--- src/rtl/width_down_conv.sv ---
`default_nettype none
// ============================================================================
// Module   : width_down_conv
// Purpose  : IN_W -> OUT_W width down-converter with valid/ready on both
//            sides and a one-word holding buffer for bubble-free streaming.
//            Optional out_last port enabled by defining WDC_LAST_EN.
// Revision : 1.0  initial release
// ============================================================================
module width_down_conv #(
   parameter int IN_W      = 32,
   parameter int OUT_W     = 8,
   parameter bit MSB_FIRST = 1'b1
) (
   input  logic             clk,
   input  logic             reset,
   input  logic             in_valid,
   input  logic [IN_W-1:0]  in_data,
   output logic             in_ready,
   output logic             out_valid,
   output logic [OUT_W-1:0] out_data,
`ifdef WDC_LAST_EN
   output logic             out_last,
`endif
   input  logic             out_ready
);

   localparam int RATIO = IN_W / OUT_W;
   localparam int IDX_W = (RATIO > 1) ? $clog2(RATIO) : 1;
   localparam logic [IDX_W-1:0] LAST_IDX = IDX_W'(RATIO - 1);

   if ((IN_W % OUT_W) != 0 || RATIO < 2) begin : g_param_check
      $error("width_down_conv: IN_W must be a multiple of OUT_W with RATIO >= 2");
   end

   typedef enum logic [0:0] {
      EMPTY = 1'b0,
      SHIFT = 1'b1
   } state_t;

   state_t            state, state_n;
   logic [IN_W-1:0]   sh, sh_n, sh_shifted;
   logic [IDX_W-1:0]  idx, idx_n;
   logic [IN_W-1:0]   hold, hold_n;
   logic              hold_full, hold_full_n;

   logic              slice_acc;
   logic              in_acc;
   logic              last;
   logic              sh_avail;

   assign out_valid = (state == SHIFT);
   assign last      = (idx == LAST_IDX);
   assign slice_acc = out_valid && out_ready;
   assign in_acc    = in_valid && in_ready;
   // sh can take a new word if it is empty or its final slice leaves now
   assign sh_avail  = (state == EMPTY) || (slice_acc && last);

   if (MSB_FIRST) begin : g_msb_first
      assign out_data   = sh[IN_W-1 -: OUT_W];
      assign sh_shifted = sh << OUT_W;
   end else begin : g_lsb_first
      assign out_data   = sh[OUT_W-1:0];
      assign sh_shifted = sh >> OUT_W;
   end

`ifdef WDC_LAST_EN
   assign out_last = out_valid && last;
`else
   // out_last is not present in this build
`endif

   always_ff @(posedge clk) begin
      if (reset) begin
         state     <= EMPTY;
         sh        <= '0;
         idx       <= '0;
         hold      <= '0;
         hold_full <= 1'b0;
         in_ready  <= 1'b0;
      end else begin
         state     <= state_n;
         sh        <= sh_n;
         idx       <= idx_n;
         hold      <= hold_n;
         hold_full <= hold_full_n;
         in_ready  <= !hold_full_n;
      end
   end

   always_comb begin
      state_n     = state;
      sh_n        = sh;
      idx_n       = idx;
      hold_n      = hold;
      hold_full_n = hold_full;

      if (slice_acc) begin
         if (!last) begin
            sh_n  = sh_shifted;
            idx_n = idx + IDX_W'(1);
         end else begin
            idx_n = '0;
            if (hold_full) begin
               sh_n        = hold;
               hold_full_n = 1'b0;
            end else begin
               state_n = EMPTY;
            end
         end
      end

      // Input block runs after the slice block so a reload from hold and a
      // new write into hold can coexist in the same cycle.
      if (in_acc) begin
         if (sh_avail && !hold_full) begin
            sh_n    = in_data;
            state_n = SHIFT;
         end else begin
            hold_n      = in_data;
            hold_full_n = 1'b1;
         end
      end
   end

endmodule
`default_nettype wire

--- config.mk ---
export PLATFORM = sky130hd
export DESIGN_NAME = width_down_conv
export DESIGN_NICKNAME = d
export VERILOG_FILES = /design/src/rtl/width_down_conv.sv
export SDC_FILE = /design/constraint.sdc
export NUM_CORES = 1
export LEC_CHECK = 0
export ABC_AREA = 0
export BUFFER_PORTS_ARGS = -buffer_cell sky130_fd_sc_hd__buf_2
export CORE_AREA = 2 2 74 94
export DETAILED_ROUTE_END_ITERATION = 8
export DIE_AREA = 0 0 76 96
export GPL_TIMING_DRIVEN = 0
export PLACE_DENSITY = 0.84
export SLEW_MARGIN = 10
export SYNTH_ARGS = -nofsm -noshare
export SYNTH_HDL_FRONTEND = slang
export SYNTH_SLANG_ARGS = --single-unit
export TNS_END_PERCENT = 1
--- constraint.sdc ---
create_clock -name clk -period 3.4 [get_ports clk]
set_input_delay 0.68 -clock clk [delete_from_list [all_inputs] [get_ports clk]]
set_output_delay 0.68 -clock clk [all_outputs]
set_load 0.05 [all_outputs]
==> results of run 1 <==
## sequential cells by signal, indices dropped and copies added, names as in the netlist, named ones only
name / cells
hold_full: 1
hold: 32
idx: 2
in_ready: 1
sh: 32
## power by group through the flow
| stage | combinational, mW | clock [mW] | sequential (mW) |
|---|---|---|---|
| floorplan | 0.242 | 0 | 0.897 |
| global placement | 0.325 | 0 | 0.898 |
| finish | 0.338 | 0.672 | 0.883 |
| global route | 0.363 | 0.706 | 0.887 |
| detailed placement | 0.334 | 0 | 0.899 |
| CTS | 0.336 | 0.670 | 0.881 |
## per-layer routing
metal / share of wire / wire length [µm] / up-vias
li1: - / - / 1647
met1: 0.42 / 4130 / 1622
met2: 0.51 / 5010 / 125
met3: 0.049 / 483 / 27
met4: 0.029 / 289 / 0
met5: 0 / 0 / -
## worst paths after layout
kind | startpoint | end | slack [ns] | cells past startpoint
min reg2reg | hold[2] | hold[2] | 0.47 | 2
max reg2reg | idx[0] | sh[13] | 1.45 | 5
min | hold[2] | hold[2] | 0.47 | 2
max | idx[0] | sh[13] | 1.45 | 5
## cell usage in the layout, fill, tap and decap left out, types with 11 or more instances in the layout
cell / count
clkbuf_1: 27
nand2b_1: 64
nor2b_1: 31
buf_2: 50
mux2i_1: 34
dfxtp_1: 69
nor3_1: 32
o21ai_1: 17
o21ai_0: 37
a311oi_2: 30
and3_1: 23
buf_4: 11
nand2_1: 13
## cell type report
class / instances / area [µm²]
Tap cell: 87 / 109
Sequential cell: 69 / 1380
Timing Repair Buffer: 44 / 220
Clock inverter: 5 / 50.0
Multi-Input combinational cell: 310 / 2250
Clock buffer: 11 / 141
Buffer: 54 / 312
Fill cell: 519 / 1940
## metrics by stage
stage / utilization / area [µm²] / setup WS, ns / hold WS [ns]
CTS: 0.697 / 4460 / 1.48 / 0.475
global route: 0.697 / 4460 / 1.32 / 0.488
finish: 0.697 / 4460 / 1.45 / 0.473
floorplan: - / 3940 / 1.70 / 0.444
detailed placement: 0.667 / 4270 / 1.31 / 0.463
global placement: 0.667 / 4270 / 1.37 / 0.454
## critical path: cells and delay by family (launching register included)
kind / cells / cell delay (ns)
AO/OA/AOI/OAI: 2 / 0.61
adder cells (fa/ha/maj): 1 / 0.27
buffers and inverters: 1 / 0.49
flip-flops: 1 / 0.35
AND/OR/NAND/NOR: 1 / 0.15
## kinds of logic after synthesis
family	after synthesis	synth area share
buf+inv	54	0.0790
compound gates	94	0.203
simple gates	180	0.275
fa+ha+maj	2	0.00635
mux	34	0.0864
flops	69	0.350
==> impl_metrics.json, run 1 <==
{
  "status": "completed",
  "die_area_um2": 7300,
  "start_util": 0.616,
  "place.detailed.hpwl_mm": 7.12,
  "cp.required_ns": 3.68,
  "numCtsBuffers": 9,
  "worst_ep_arrival_time_ns": 2.23,
  "grt_most_used_layer": "met2",
  "cp-start-kind": "register",
  "num_vias": 3421,
  "ys_seq_area_frac": 0.350,
  "fin_crit_ns": 1.95,
  "cts-htree-levels": 3,
  "root_buffer": "clkbuf_8",
  "crit_fanout": 10,
  "synthTopCellsByArea": "dfxtp_1 35%, a311oi_2 11%, nand2b_1 10%",
  "async_flop_share": 0,
  "final-hold-violation-count": 0,
  "drc": 0,
  "ys_types": 31,
  "syn2layout_area_growth_pct": 13.2,
  "synth_common_cells": "69 x dfxtp_1, 64 x nand2b_1, 37 x o21ai_0",
  "p_int_mw": 1.35,
  "clk_pin_slew_ns": 0.08,
  "diodes": 0,
  "hp-class": "reg2reg",
  "clock_path_buffers": 2,
  "synth_cells": 433,
  "synth.most_common_cell": "dfxtp_1",
  "met1_usage": 0.325,
  "fp.dieH_um": 96,
  "finalSetupTns_ns": 0,
  "max_stage_delay_ns": 0.49,
  "seqPwrFrac": 0.466,
  "grt_max_degree": 12,
  "cts_hold_buf": 0,
  "p_leak_nw": 1.72,
  "grt_use_met2": 0.518,
  "p_switching_mw": 0.545,
  "yosysTopAreaCell": "dfxtp_1",
  "min_period_over_period": 0.574,
  "gp_congestion": 0.872,
  "clock_skew_ns": 0.0105,
  "synth_area_per_cell_um2": 9.10,
  "grtUsageMet3": 0.0572,
  "place_inst": 564,
  "rsz0062_at_grt": "no",
  "cp_slowest_cell": "clkbuf_1",
  "fin_cells": 580,
  "synth_top_area_share": 0.350,
  "first_pass_iters": 5,
  "die_w_um": 76,
  "vias_per_cell": 5.90,
  "cts_tree": "yes",
  "ctsResizeCount": 0,
  "synth_edf_count": 0,
  "cts.sinks": 69,
  "io_pins": 46,
  "drtAntennaViolNets": 0,
  "fmax_mhz": 513,
  "setup_violations": 0,
  "comb_power_share": 0.179,
  "synthFlopType": "dfxtp_1",
  "maxCapViolCount": 0,
  "ir_worst_vdd_mv": 0.293,
  "yosys_warnings": 0,
  "maxSlewHeadroom": 0.510,
  "syn_nets": 471,
  "switching_share": 0.288,
  "wl_per_cell_um": 17.1,
  "cts_setup_buffers": 0,
  "clock_latency_ns": 0.36,
  "overflow": 0,
  "grt.total_usage": 0.284,
  "fin_nets": 526,
  "grt_pass1_wl_mm": 16.4,
  "crit_chain": "ha_1, a21boi_2, clkbuf_1, nor3_1, a311oi_2",
  "synth-seq-cells": 69,
  "clkPwrFrac": 0.355,
  "p_per_area_nw_per_um2": 424,
  "syn_area_um2": 3940,
  "setup.worst_path.class": "reg2reg",
  "power_mw": 1.89,
  "end_kind": "register",
  "numPortBuffers": 44,
  "row_count": 33,
  "drv_slew": 0,
  "worstMarginPinSlew_ns": 0.734,
  "drive_gt1_frac": 0.237,
  "drt_iter0_drc": 253,
  "antenna_found_initial": 0,
  "core_um2": 6400,
  "wl_mm": 9.92,
  "grt_pass1_vias": 3395
}
(Power assumes the default switching activity.)
==> run 2, diff against run 1 <==
--- a/config.mk
+++ b/config.mk
@@ -7,11 +7,11 @@
 export LEC_CHECK = 0
 export ABC_AREA = 0
 export BUFFER_PORTS_ARGS = -buffer_cell sky130_fd_sc_hd__buf_2
-export CORE_AREA = 2 2 74 94
+export CORE_AREA = 2 2 77 97
 export DETAILED_ROUTE_END_ITERATION = 8
-export DIE_AREA = 0 0 76 96
+export DIE_AREA = 0 0 79 99
 export GPL_TIMING_DRIVEN = 0
-export PLACE_DENSITY = 0.84
+export PLACE_DENSITY = 0.79
 export SLEW_MARGIN = 10
 export SYNTH_ARGS = -nofsm -noshare
 export SYNTH_HDL_FRONTEND = slang
==> constraint.sdc (replaced) <==
create_clock -name clk -period 2.05 [get_ports clk]
set_input_delay 0.41 -clock clk [delete_from_list [all_inputs] [get_ports clk]]
set_output_delay 0.41 -clock clk [all_outputs]
set_load 0.05 [all_outputs]
==> run 2 against run 1 <==
Compared with the run above: sequential share of layout area up 0.10 points; largest cell class unchanged; worst hold slack lost 0.14 ns; maximum frequency grew 3.5%; total power up 60%; combinational power rose by 65%; register-to-register slack worse by 1.3 ns; sequential power rose by 66%; first-iteration DRC count fell by 38%; clock skew is 0.0019 ns lower.
==> impl_metrics.json, run 2 (synthesis gave the netlist of run 1 again) <==
{
  "status": "completed",
  "diodes": 0,
  "final_cell_mix": "69 x dfxtp_1, 64 x nand2b_1, 50 x buf_2",
  "reg_top3": "hold: 32 flops, sh: 32 flops, idx: 2 flops",
  "numCtsBuffers": 9,
  "min_period_over_period": 0.919,
  "ir_worst_vdd_mv": 0.448,
  "max_stage_delay_ns": 0.41,
  "core_um2": 6890,
  "min_to": "hold[13]",
  "final-hold-violation-count": 0,
  "hp-start": "in_data[13]",
  "wl_per_cell_um": 17.0,
  "fin_cells": 583,
  "finalSetupTns_ns": 0,
  "io_pins": 46,
  "clock_path_buffers": 2,
  "end_kind": "register",
  "overflow": 0,
  "place_inst": 567,
  "final_common_cell": "dfxtp_1",
  "die_w_um": 79,
  "placed_cell_area_um2": 4270,
  "numPortBuffers": 44,
  "grt_pass1_wl_mm": 16.7,
  "root_buffer": "clkbuf_8",
  "vias_per_cell": 5.80,
  "cp_num_buf_inv": 1,
  "worst_ep_arrival_time_ns": 2.13,
  "r2r_end": "sh[21]",
  "antenna_found_initial": 0,
  "reg2regPathDepth": 5,
  "cp-start-kind": "register",
  "drc": 0,
  "crit_fanout": 10,
  "start_util": 0.572,
  "first_pass_iters": 4,
  "cts.sinks": 69,
  "fmax_mhz": 531,
  "maxSlewHeadroom": 0.511,
  "r2r_slack_ns": 0.17,
  "hp-class": "in2reg",
  "worstMarginPinSlew_ns": 0.734,
  "fin_area_um2": 4450,
  "grt_pass1_vias": 3506,
  "ctsResizeCount": 0,
  "drive_gt1_frac": 0.233,
  "fill_cells": 612,
  "cp_slowest_cell": "clkbuf_1",
  "wl_mm": 9.93,
  "p_per_area_nw_per_um2": 681,
  "cts_setup_buffers": 0,
  "grt_max_degree": 11,
  "maxCapViolCount": 0,
  "finalWorstSetupSlack_ns": 0.166,
  "num_vias": 3384,
  "drt_iter0_drc": 157,
  "drv_slew": 0,
  "row_count": 34,
  "fin_crit_ns": 1.88,
  "place_ws_ns": 0.142,
  "gp_congestion": 0.887,
  "fp.dieH_um": 99,
  "rr_startpoint": "idx[0]",
  "clock_skew_ns": 0.00859,
  "rsz0062_at_grt": "no",
  "place.detailed.hpwl_mm": 7.10,
  "clk_pin_slew_ns": 0.07,
  "crit_chain": "ha_1, nor2b_2, clkbuf_1, o21ai_0, a311oi_2",
  "grt.total_usage": 0.270,
  "syn2layout_area_growth_pct": 12.8,
  "clock_latency_ns": 0.35,
  "die_area_um2": 7820,
  "fin_nets": 526,
  "cts-htree-levels": 3,
  "p_leak_nw": 1.71,
  "setup.worst_path.class": "reg2reg",
  "drtAntennaViolNets": 0,
  "setup_violations": 0,
  "cp.required_ns": 2.30,
  "cts_hold_buf": 0,
  "cts_tree": "yes",
  "whs_path_depth": 3,
  "path_delay_family": "compound AO/OA/AOI/OAI gates"
}
==> run 2: cell count changes in the layout (fill, tap and decap cells not counted), sizes merged <==
cell	before	now
bufinv	1	0
clkinv	4	1
clkbuf	37	41
==> run 2: how the worst max path moves through the flow <==
| stage | start | end | cells past startpoint |
|---|---|---|---|
| global route | idx[0] | sh[10] | 5 |
| detailed placement | idx[0] | sh[14] | 5 |
| CTS | idx[0] | sh[14] | 5 |
| floorplan | register | hold[10] | 5 |
| finish | idx[0] | sh[21] | 5 |
| global placement | idx[0] | sh[14] | 5 |
==> run 2: routing by layer <==
metal	global-route usage	vias to the layer above	share of wire
met4	0.121	0	0.027
met3	0.0522	22	0.051
met1	0.323	1612	0.43
met5	0	-	0
li1	-	1649	-
met2	0.466	101	0.49
==> run 2: cell type report <==
cell class	count	area (µm²)	share of cell area
Clock buffer	15	166	0.0374
Buffer	54	313	0.0703
Sequential cell	69	1380	0.311
Tap cell	90	113	0.0253
Clock inverter	1	5.00	0.00113
Timing Repair Buffer	44	220	0.0495
Multi-Input combinational cell	310	2250	0.506
==> run 2: power breakdown <==
part	total (mW)	switching, mW	internal [mW]
logic	0.559	0.328	0.231
registers	1.47	0.0471	1.42
clock network	1.00	0.497	0.506
==> run 2: metrics by stage <==
| step | util | hold slack [ns] | total power, mW |
|---|---|---|---|
| 2_1_floorplan | - | 0.444 | 1.89 |
| 3_3_place_gp | 0.620 | 0.454 | 2.03 |
| 3_5_place_dp | 0.620 | 0.463 | 2.05 |
| 4_1_cts | 0.645 | 0.334 | 3.03 |
| 5_1_grt | 0.645 | 0.335 | 3.14 |
| 6_report | 0.645 | 0.334 | 3.03 |
==> run 2: tightest hold or removal path: stages <==
cell and delay [ns]:
buf_2 0.11, nand2b_1 0.06, mux2i_1 0.06
